**config.mk**
```make
export PLATFORM = sky130hd
export DESIGN_NAME = agex_muldiv_unit
export DESIGN_NICKNAME = d
export VERILOG_FILES = /design/src/rtl/agex_muldiv_unit.sv
export SDC_FILE = /design/constraint.sdc
export NUM_CORES = 1
export LEC_CHECK = 0
export BUFFER_PORTS_ARGS = -buffer_cell sky130_fd_sc_hd__buf_2
export CORE_MARGIN = 5
export CORE_UTILIZATION = 60
export CTS_BUF_LIST = sky130_fd_sc_hd__clkbuf_4 sky130_fd_sc_hd__clkbuf_8
export DETAILED_ROUTE_END_ITERATION = 8
export PLACE_DENSITY = 0.77
export SLEW_MARGIN = 15
export SYNTH_ARGS = -nofsm -noshare
export SYNTH_HDL_FRONTEND = slang
export SYNTH_SLANG_ARGS = --single-unit
```
**constraint.sdc**
```tcl
create_clock -name clk -period 20.7 [get_ports clk]
set_input_delay 2.07 -clock clk [delete_from_list [all_inputs] [get_ports clk]]
set_output_delay 2.07 -clock clk [all_outputs]
set_load 0.05 [all_outputs]
```
**src/rtl/agex_muldiv_unit.sv**
```systemverilog
// agex_muldiv_unit: iterative RV32M multiply/divide unit beside the AGEX ALU.
// Multiply uses shift-add into a 2*XLEN product; divide uses restoring division.
// Both work on operand magnitudes; the sign is applied when entering DONE.
// Ports:
//   clk, reset               rising-edge clock, asynchronous active-high reset
//   in_valid_i / in_ready_o  request handshake (ready only while IDLE)
//   op_i, rs1_i, rs2_i       funct3 and operands, sampled only on the accept edge
//   tag_i / tag_o            destination tag, captured on accept
//   flush_i                  kills any operation in flight, wins over every handshake
//   out_valid_o / out_ready_i result handshake; result_o and tag_o held while waiting
//   busy_o                   high whenever the unit is not IDLE
module agex_muldiv_unit #(
  parameter int unsigned XLEN      = 32,
  parameter int unsigned TAG_W     = 5,
  parameter int unsigned STEP_BITS = 1
) (
  input  logic             clk,
  input  logic             reset,
  input  logic             in_valid_i,
  output logic             in_ready_o,
  input  logic [2:0]       op_i,
  input  logic [XLEN-1:0]  rs1_i,
  input  logic [XLEN-1:0]  rs2_i,
  input  logic [TAG_W-1:0] tag_i,
  input  logic             flush_i,
  output logic             out_valid_o,
  input  logic             out_ready_i,
  output logic [XLEN-1:0]  result_o,
  output logic [TAG_W-1:0] tag_o,
  output logic             busy_o
);

  localparam int unsigned NSTEPS = XLEN / STEP_BITS;
  localparam int unsigned CNT_W  = $clog2(NSTEPS) + 1;
  localparam int unsigned PW     = 2 * XLEN;

  localparam logic [2:0] OP_MUL    = 3'b000;
  localparam logic [2:0] OP_MULH   = 3'b001;
  localparam logic [2:0] OP_MULHSU = 3'b010;
  localparam logic [2:0] OP_DIV    = 3'b100;
  localparam logic [2:0] OP_REM    = 3'b110;

  typedef enum logic [1:0] {IDLE, CALC, DONE} state_t;

  state_t            state_q, state_d;
  logic [CNT_W-1:0]  cnt_q, cnt_d;
  logic [2:0]        op_q, op_d;
  logic [XLEN-1:0]   a_mag_q, a_mag_d;
  logic [XLEN-1:0]   b_mag_q, b_mag_d;
  logic              neg_main_q, neg_main_d;
  logic              neg_rem_q, neg_rem_d;
  logic [PW-1:0]     prod_q, prod_d;
  logic [XLEN-1:0]   rem_q, rem_d;
  logic [XLEN-1:0]   quo_q, quo_d;
  logic [XLEN-1:0]   result_d;
  logic [TAG_W-1:0]  tag_d;

  logic              rs1_signed, rs2_signed;
  logic              rs1_neg, rs2_neg;
  logic [XLEN-1:0]   rs1_mag, rs2_mag;

  logic [PW-1:0]     prod_s;
  logic [XLEN-1:0]   rem_s, quo_s;
  logic [XLEN:0]     rem_t, sum_t;
  logic [PW-1:0]     prod_fin;
  logic [XLEN-1:0]   quo_fin, rem_fin;
  logic [XLEN-1:0]   calc_result;

  assign in_ready_o  = (state_q == IDLE);
  assign out_valid_o = (state_q == DONE);
  assign busy_o      = (state_q != IDLE);

  // Signedness of the incoming operands, decoded from funct3
  always_comb begin
    rs1_signed = 1'b0;
    rs2_signed = 1'b0;
    case (op_i)
      OP_MUL, OP_MULH, OP_DIV, OP_REM: begin
        rs1_signed = 1'b1;
        rs2_signed = 1'b1;
      end
      OP_MULHSU: rs1_signed = 1'b1;
      default: ;
    endcase
  end

  assign rs1_neg = rs1_signed & rs1_i[XLEN-1];
  assign rs2_neg = rs2_signed & rs2_i[XLEN-1];
  assign rs1_mag = rs1_neg ? -rs1_i : rs1_i;
  assign rs2_mag = rs2_neg ? -rs2_i : rs2_i;

  // One CALC cycle: retire STEP_BITS multiplier bits or quotient bits
  always_comb begin
    prod_s = prod_q;
    rem_s  = rem_q;
    quo_s  = quo_q;
    rem_t  = '0;
    sum_t  = '0;
    for (int unsigned i = 0; i < STEP_BITS; i++) begin
      if (op_q[2]) begin
        // rem_t is one bit wider so the shifted partial remainder never overflows
        rem_t = {rem_s, quo_s[XLEN-1]};
        quo_s = {quo_s[XLEN-2:0], 1'b0};
        if (rem_t >= {1'b0, b_mag_q}) begin
          rem_t    = rem_t - {1'b0, b_mag_q};
          quo_s[0] = 1'b1;
        end
        rem_s = rem_t[XLEN-1:0];
      end else begin
        // multiplier sits in the low half and is consumed LSB first
        sum_t  = {1'b0, prod_s[PW-1:XLEN]} + (prod_s[0] ? {1'b0, a_mag_q} : {(XLEN+1){1'b0}});
        prod_s = {sum_t, prod_s[XLEN-1:1]};
      end
    end
  end

  // Sign application and result select for the final CALC cycle
  always_comb begin
    prod_fin = neg_main_q ? -prod_s : prod_s;
    quo_fin  = neg_main_q ? -quo_s : quo_s;
    rem_fin  = neg_rem_q ? -rem_s : rem_s;
    if (op_q[2]) begin
      calc_result = op_q[1] ? rem_fin : quo_fin;
    end else if (op_q[1:0] == 2'b00) begin
      calc_result = prod_fin[XLEN-1:0];
    end else begin
      calc_result = prod_fin[PW-1:XLEN];
    end
  end

  // Next-state and datapath update
  always_comb begin
    state_d    = state_q;
    cnt_d      = cnt_q;
    op_d       = op_q;
    a_mag_d    = a_mag_q;
    b_mag_d    = b_mag_q;
    neg_main_d = neg_main_q;
    neg_rem_d  = neg_rem_q;
    prod_d     = prod_q;
    rem_d      = rem_q;
    quo_d      = quo_q;
    result_d   = result_o;
    tag_d      = tag_o;

    unique case (state_q)
      IDLE: begin
        if (in_valid_i && !flush_i) begin
          op_d       = op_i;
          tag_d      = tag_i;
          a_mag_d    = rs1_mag;
          b_mag_d    = rs2_mag;
          neg_main_d = rs1_neg ^ rs2_neg;
          neg_rem_d  = rs1_neg;
          prod_d     = {{XLEN{1'b0}}, rs2_mag};
          rem_d      = '0;
          quo_d      = rs1_mag;
          cnt_d      = CNT_W'(NSTEPS - 1);
          if (op_i[2] && (rs2_i == '0)) begin
            // divide by zero: quotient all ones, remainder is the raw dividend
            state_d  = DONE;
            result_d = op_i[1] ? rs1_i : '1;
          end else begin
            state_d = CALC;
          end
        end
      end
      CALC: begin
        prod_d = prod_s;
        rem_d  = rem_s;
        quo_d  = quo_s;
        cnt_d  = cnt_q - CNT_W'(1);
        if (cnt_q == '0) begin
          cnt_d    = '0;
          state_d  = DONE;
          result_d = calc_result;
        end
      end
      DONE: begin
        if (out_ready_i) begin
          state_d = IDLE;
        end
      end
      default: state_d = IDLE;
    endcase

    if (flush_i) begin
      state_d = IDLE;
    end
  end

  // State and datapath registers
  always_ff @(posedge clk or posedge reset) begin
    if (reset) begin
      state_q    <= IDLE;
      cnt_q      <= '0;
      op_q       <= '0;
      a_mag_q    <= '0;
      b_mag_q    <= '0;
      neg_main_q <= 1'b0;
      neg_rem_q  <= 1'b0;
      prod_q     <= '0;
      rem_q      <= '0;
      quo_q      <= '0;
      result_o   <= '0;
      tag_o      <= '0;
    end else begin
      state_q    <= state_d;
      cnt_q      <= cnt_d;
      op_q       <= op_d;
      a_mag_q    <= a_mag_d;
      b_mag_q    <= b_mag_d;
      neg_main_q <= neg_main_d;
      neg_rem_q  <= neg_rem_d;
      prod_q     <= prod_d;
      rem_q      <= rem_d;
      quo_q      <= quo_d;
      result_o   <= result_d;
      tag_o      <= tag_d;
    end
  end

endmodule

```
==> results.md <==
* Worst Hold Class: flop to flop
* Fin crit share at 0.284
* Mapped cell area at ~21000 µm²
* Top cells by area, synth: dfrtp_1 29%, o21ai_0 5.5%, nand2_1 5.4%, a21oi_1 4.3%, ha_1 4.3%
* Gr usage total at 0.424
* Inserted Clock Buffers at 44
* Avg Vias per Cell at 7.21
* CTS tree: built
* Slowest stage delay, CP at ~750 ps
* Unique masters post-synth at 95
* Synth Area in Compound Gates at 0.317
* Worst Hold End: a_mag_q[29]$_DFFE_PP0P_
* Mean post-synth cell area at 7.84 µm²
* Routability congestion estimate at 1.14
* RSZ-0062 raised after global routing: no
* Vias post-DR at 22800
* Core area at 34500 µm²
* Post-DP HPWL at approximately 63000 µm
* Worst-case clock buffer depth at 3
* EDFF count, synth at 0
* Post-Syn Instances at 2664
* Post-synthesis sequential area ratio at 0.290
* Final WL at 85200 µm
* Sw Ratio at 0.547
* Post-synthesis mux area share at 0.0118
* First drt pass iteration count at 9
* Critical path, cell by cell: and2_1 > ha_1 > o21ai_0 > a2111oi_0 > a21boi_1 > o21ai_0 > a31oi_1 > nand4_1 > nor4_1 > nand2_1 > or4_1 > nand3_1 > nor3b_1 > o21ai_1
* DR WL/cell at 26.9 µm
* Fin util at 0.653
* IO Count at 117
* Slew HR at 0.269
* Hold Slack at between 400 and 500 ps
* Die Area at 38700 µm²
* Fin. Hold Viols at 0
* Fin crit period at 5880 ps
* Largest net degree at the start of global routing at approximately 110
* Warnings from Yosys at 0
* Slowest cell on the critical path: dfrtp_1
* Comb power frac at 0.617
* Final nets at 2825
* Clock Skews at 28.1 ps
* Final Cell Area at 22500 µm²
* Initial cell density of the core at 0.606
* Non-Filler Instances at 3165
* Sequential share of power at 0.243
* H-tree levels at 2
* Post-Synth Adder-Cell Area at 0.0444
* Most used DFF post-synth: dfrtp_1
* Buffers and inverters on the worst path at 0
* RR Startpoint: prod_q[0]$_DFFE_PP0P_
* Worst setup EP type: flop
* Post-Synth Simple-Gate Area at 0.219
* # hold bufs at CTS at 0
* Rows at between 60 and 70
* CTS Sinks at about 240
* Total power at 3.57 mW
* Hold Startpoint: a_mag_q[29]$_DFFE_PP0P_
* CP Class: flop to flop
* Fmax at around 170 MHz
* Drt initial violations at 3512
* Post-Synth XOR/XNOR Area at 0.0671
* Die height at a little under 200 µm
* Leakage at 9.62 nW
* CP top delay family: simple AND/OR/NAND/NOR gates
* FF-to-FF path depth at 14
* Top-count cell post-synth: nand2_1
* Remaining global-route overflow at 0
* MaxCap Viol Count at 0
* #FFs+latches synth at 242
* Pins over their slew limit at 0
* Buffers on Ports at between 100 and 150
* Drt drc at 0
* Synth top area share at 0.290
* Critical path arrival at 6390 ps
* Sw Pwr at 1.95 mW
* Area leader, netlist: dfrtp_1
* Layout cell share with drive strength beyond 1 at 0.109
* CP max FO at 35
* Max IR drop VDD at 0.113 mV
* Worst slew pin tran at 1090 ps
* Clock Latency Late Sink at 650 ps
* Area Growth Syn to Fin at 7.75%
* Largest family of logic cells by synthesized area: compound AO/OA/AOI/OAI gates
* Mapped Nets at about 2800
* PD cells at 159 nW/µm²
* Clk root buf: clkbuf_8
* Post-CTS setup buffer count at 0
* Setup tns final at 0 ps
* Clock share of power at 0.141
* Worst hold path depth at 1
* Number of global-route vias before repair at between 20000 and 25000
* Setup WS pre-CTS at 15050 ps
* Most frequent CP cell: o21ai_0
* Clk slew on worst S/H paths at 80 ps
* Placed cells at 3084
* Fraction of registers with async set/reset at 1.00
* Reg2reg setup slack at ~15000 ps
* # setup viols final at 0
* Internal power at approximately 1.6 mW
* Antenna-violating nets left at 0
* Antenna violations before repair at 5
* Post-CTS sizing at 0
* Worst setup margin at 14820 ps
* Post-DP Area at 21600 µm²
* Startpoint types: flop
* Reg2reg end: result_o[25]$_DFFE_PP0P_
* Top post-synthesis cells by count: 299 x nand2_1, 242 x dfrtp_1, 229 x o21ai_0
* Die width at 197 µm
* Status: finished, final reports clean
* WP data required at 21210 ps
* First-pass GRT wire length at 128000 µm
power by group through the flow:
stage          sequential (mW)  clock [mW]  combinational, mW
2_1_floorplan            0.837           0               1.46
3_3_place_gp             0.850           0               2.06
3_5_place_dp             0.854           0               2.09
4_1_cts                  0.850       0.501               2.11
5_1_grt                  0.876       0.523               2.32
6_report                 0.866       0.502               2.20
routing by layer:
| layer | global-route usage | vias up | part of all wire |
|---|---|---|---|
| li1 | - | 9947 | - |
| met1 | 0.582 | 10900 | 0.39 |
| met2 | 0.617 | 1635 | 0.42 |
| met3 | 0.145 | 326 | 0.14 |
| met4 | 0.167 | 8 | 0.050 |
| met5 | 0.0173 | - | 0.0018 |
logic make-up (layout without fill, tap and decap cells):
family | after synthesis | in the layout
flip-flops | 242 | 242
XOR/XNOR | 160 | 160
adder cells (fa/ha/maj) | 73 | 73
multiplexers | 24 | 24
AO/OA/AOI/OAI | 962 | 962
buffers and inverters | 265 | 309
other | 0 | 2
AND/OR/NAND/NOR | 938 | 938
worst max-delay path by stage:
stage,depth (start not counted),start,endpoint
after CTS,15,prod_q[0]$_DFFE_PP0P_,result_o[25]$_DFFE_PP0P_
after detailed placement,12,rs2_i[15],result_o[21]$_DFFE_PP0P_
final,14,prod_q[0]$_DFFE_PP0P_,result_o[25]$_DFFE_PP0P_
after global placement,15,prod_q[0]$_DFFE_PP0P_,result_o[25]$_DFFE_PP0P_
after floorplan,1,reset,a_mag_q[0]$_DFFE_PP0P_
after global routing,15,prod_q[0]$_DFFE_PP0P_,result_o[25]$_DFFE_PP0P_
cell usage in the layout (no fill, tap or decap), types with 12 or more instances in the layout:
| cell type | synthesis | final |
|---|---|---|
| mux2i_1 | 19 | 19 |
| o211ai_1 | 28 | 28 |
| o22ai_1 | 27 | 27 |
| xor2_1 | 68 | 68 |
| nand3_1 | 53 | 53 |
| o221ai_1 | 17 | 17 |
| a31oi_1 | 39 | 39 |
| and3_1 | 25 | 25 |
| a211o_1 | 14 | 14 |
| a22o_1 | 25 | 25 |
| a211oi_1 | 44 | 44 |
| clkbuf_8 | 0 | 58 |
| buf_2 | 19 | 116 |
| a221o_1 | 53 | 53 |
| clkinv_2 | 0 | 12 |
| xnor2_1 | 92 | 92 |
| ha_1 | 71 | 71 |
| nand2_1 | 299 | 299 |
| and2_1 | 58 | 58 |
| nand4_1 | 35 | 35 |
| o21a_1 | 34 | 34 |
| dfrtp_1 | 242 | 240 |
| o41ai_1 | 20 | 19 |
| o31ai_1 | 38 | 38 |
| nor2b_1 | 24 | 23 |
| inv_1 | 83 | 82 |
| nor3_1 | 68 | 68 |
| buf_4 | 2 | 30 |
| or2_2 | 14 | 14 |
| nor2_1 | 224 | 219 |
| a21oi_1 | 179 | 179 |
| nor4_1 | 26 | 26 |
| or3_1 | 32 | 31 |
| o21ai_0 | 229 | 229 |
| or4_1 | 19 | 19 |
| a21o_1 | 77 | 77 |
state kept, by name (all words and copies together), names as in the netlist, 5 cells and up:
| register | cells |
|---|---|
| rem_q | 32 |
| quo_q | 32 |
| tag_o | 5 |
| a_mag_q | 32 |
| prod_q | 64 |
| result_o | 32 |
| cnt_q | 6 |
| b_mag_q | 32 |
area by class of cell:
type	count	area [µm²]
diodes	2	5.00
flip-flops and latches	242	6060
inverters	84	323
fillers	2961	11900
clock buffers	64	843
multi-input cells	2157	13800
clock inverters	15	95.1
well taps	455	569
repair buffers	146	806
(Power assumes the default switching activity.)
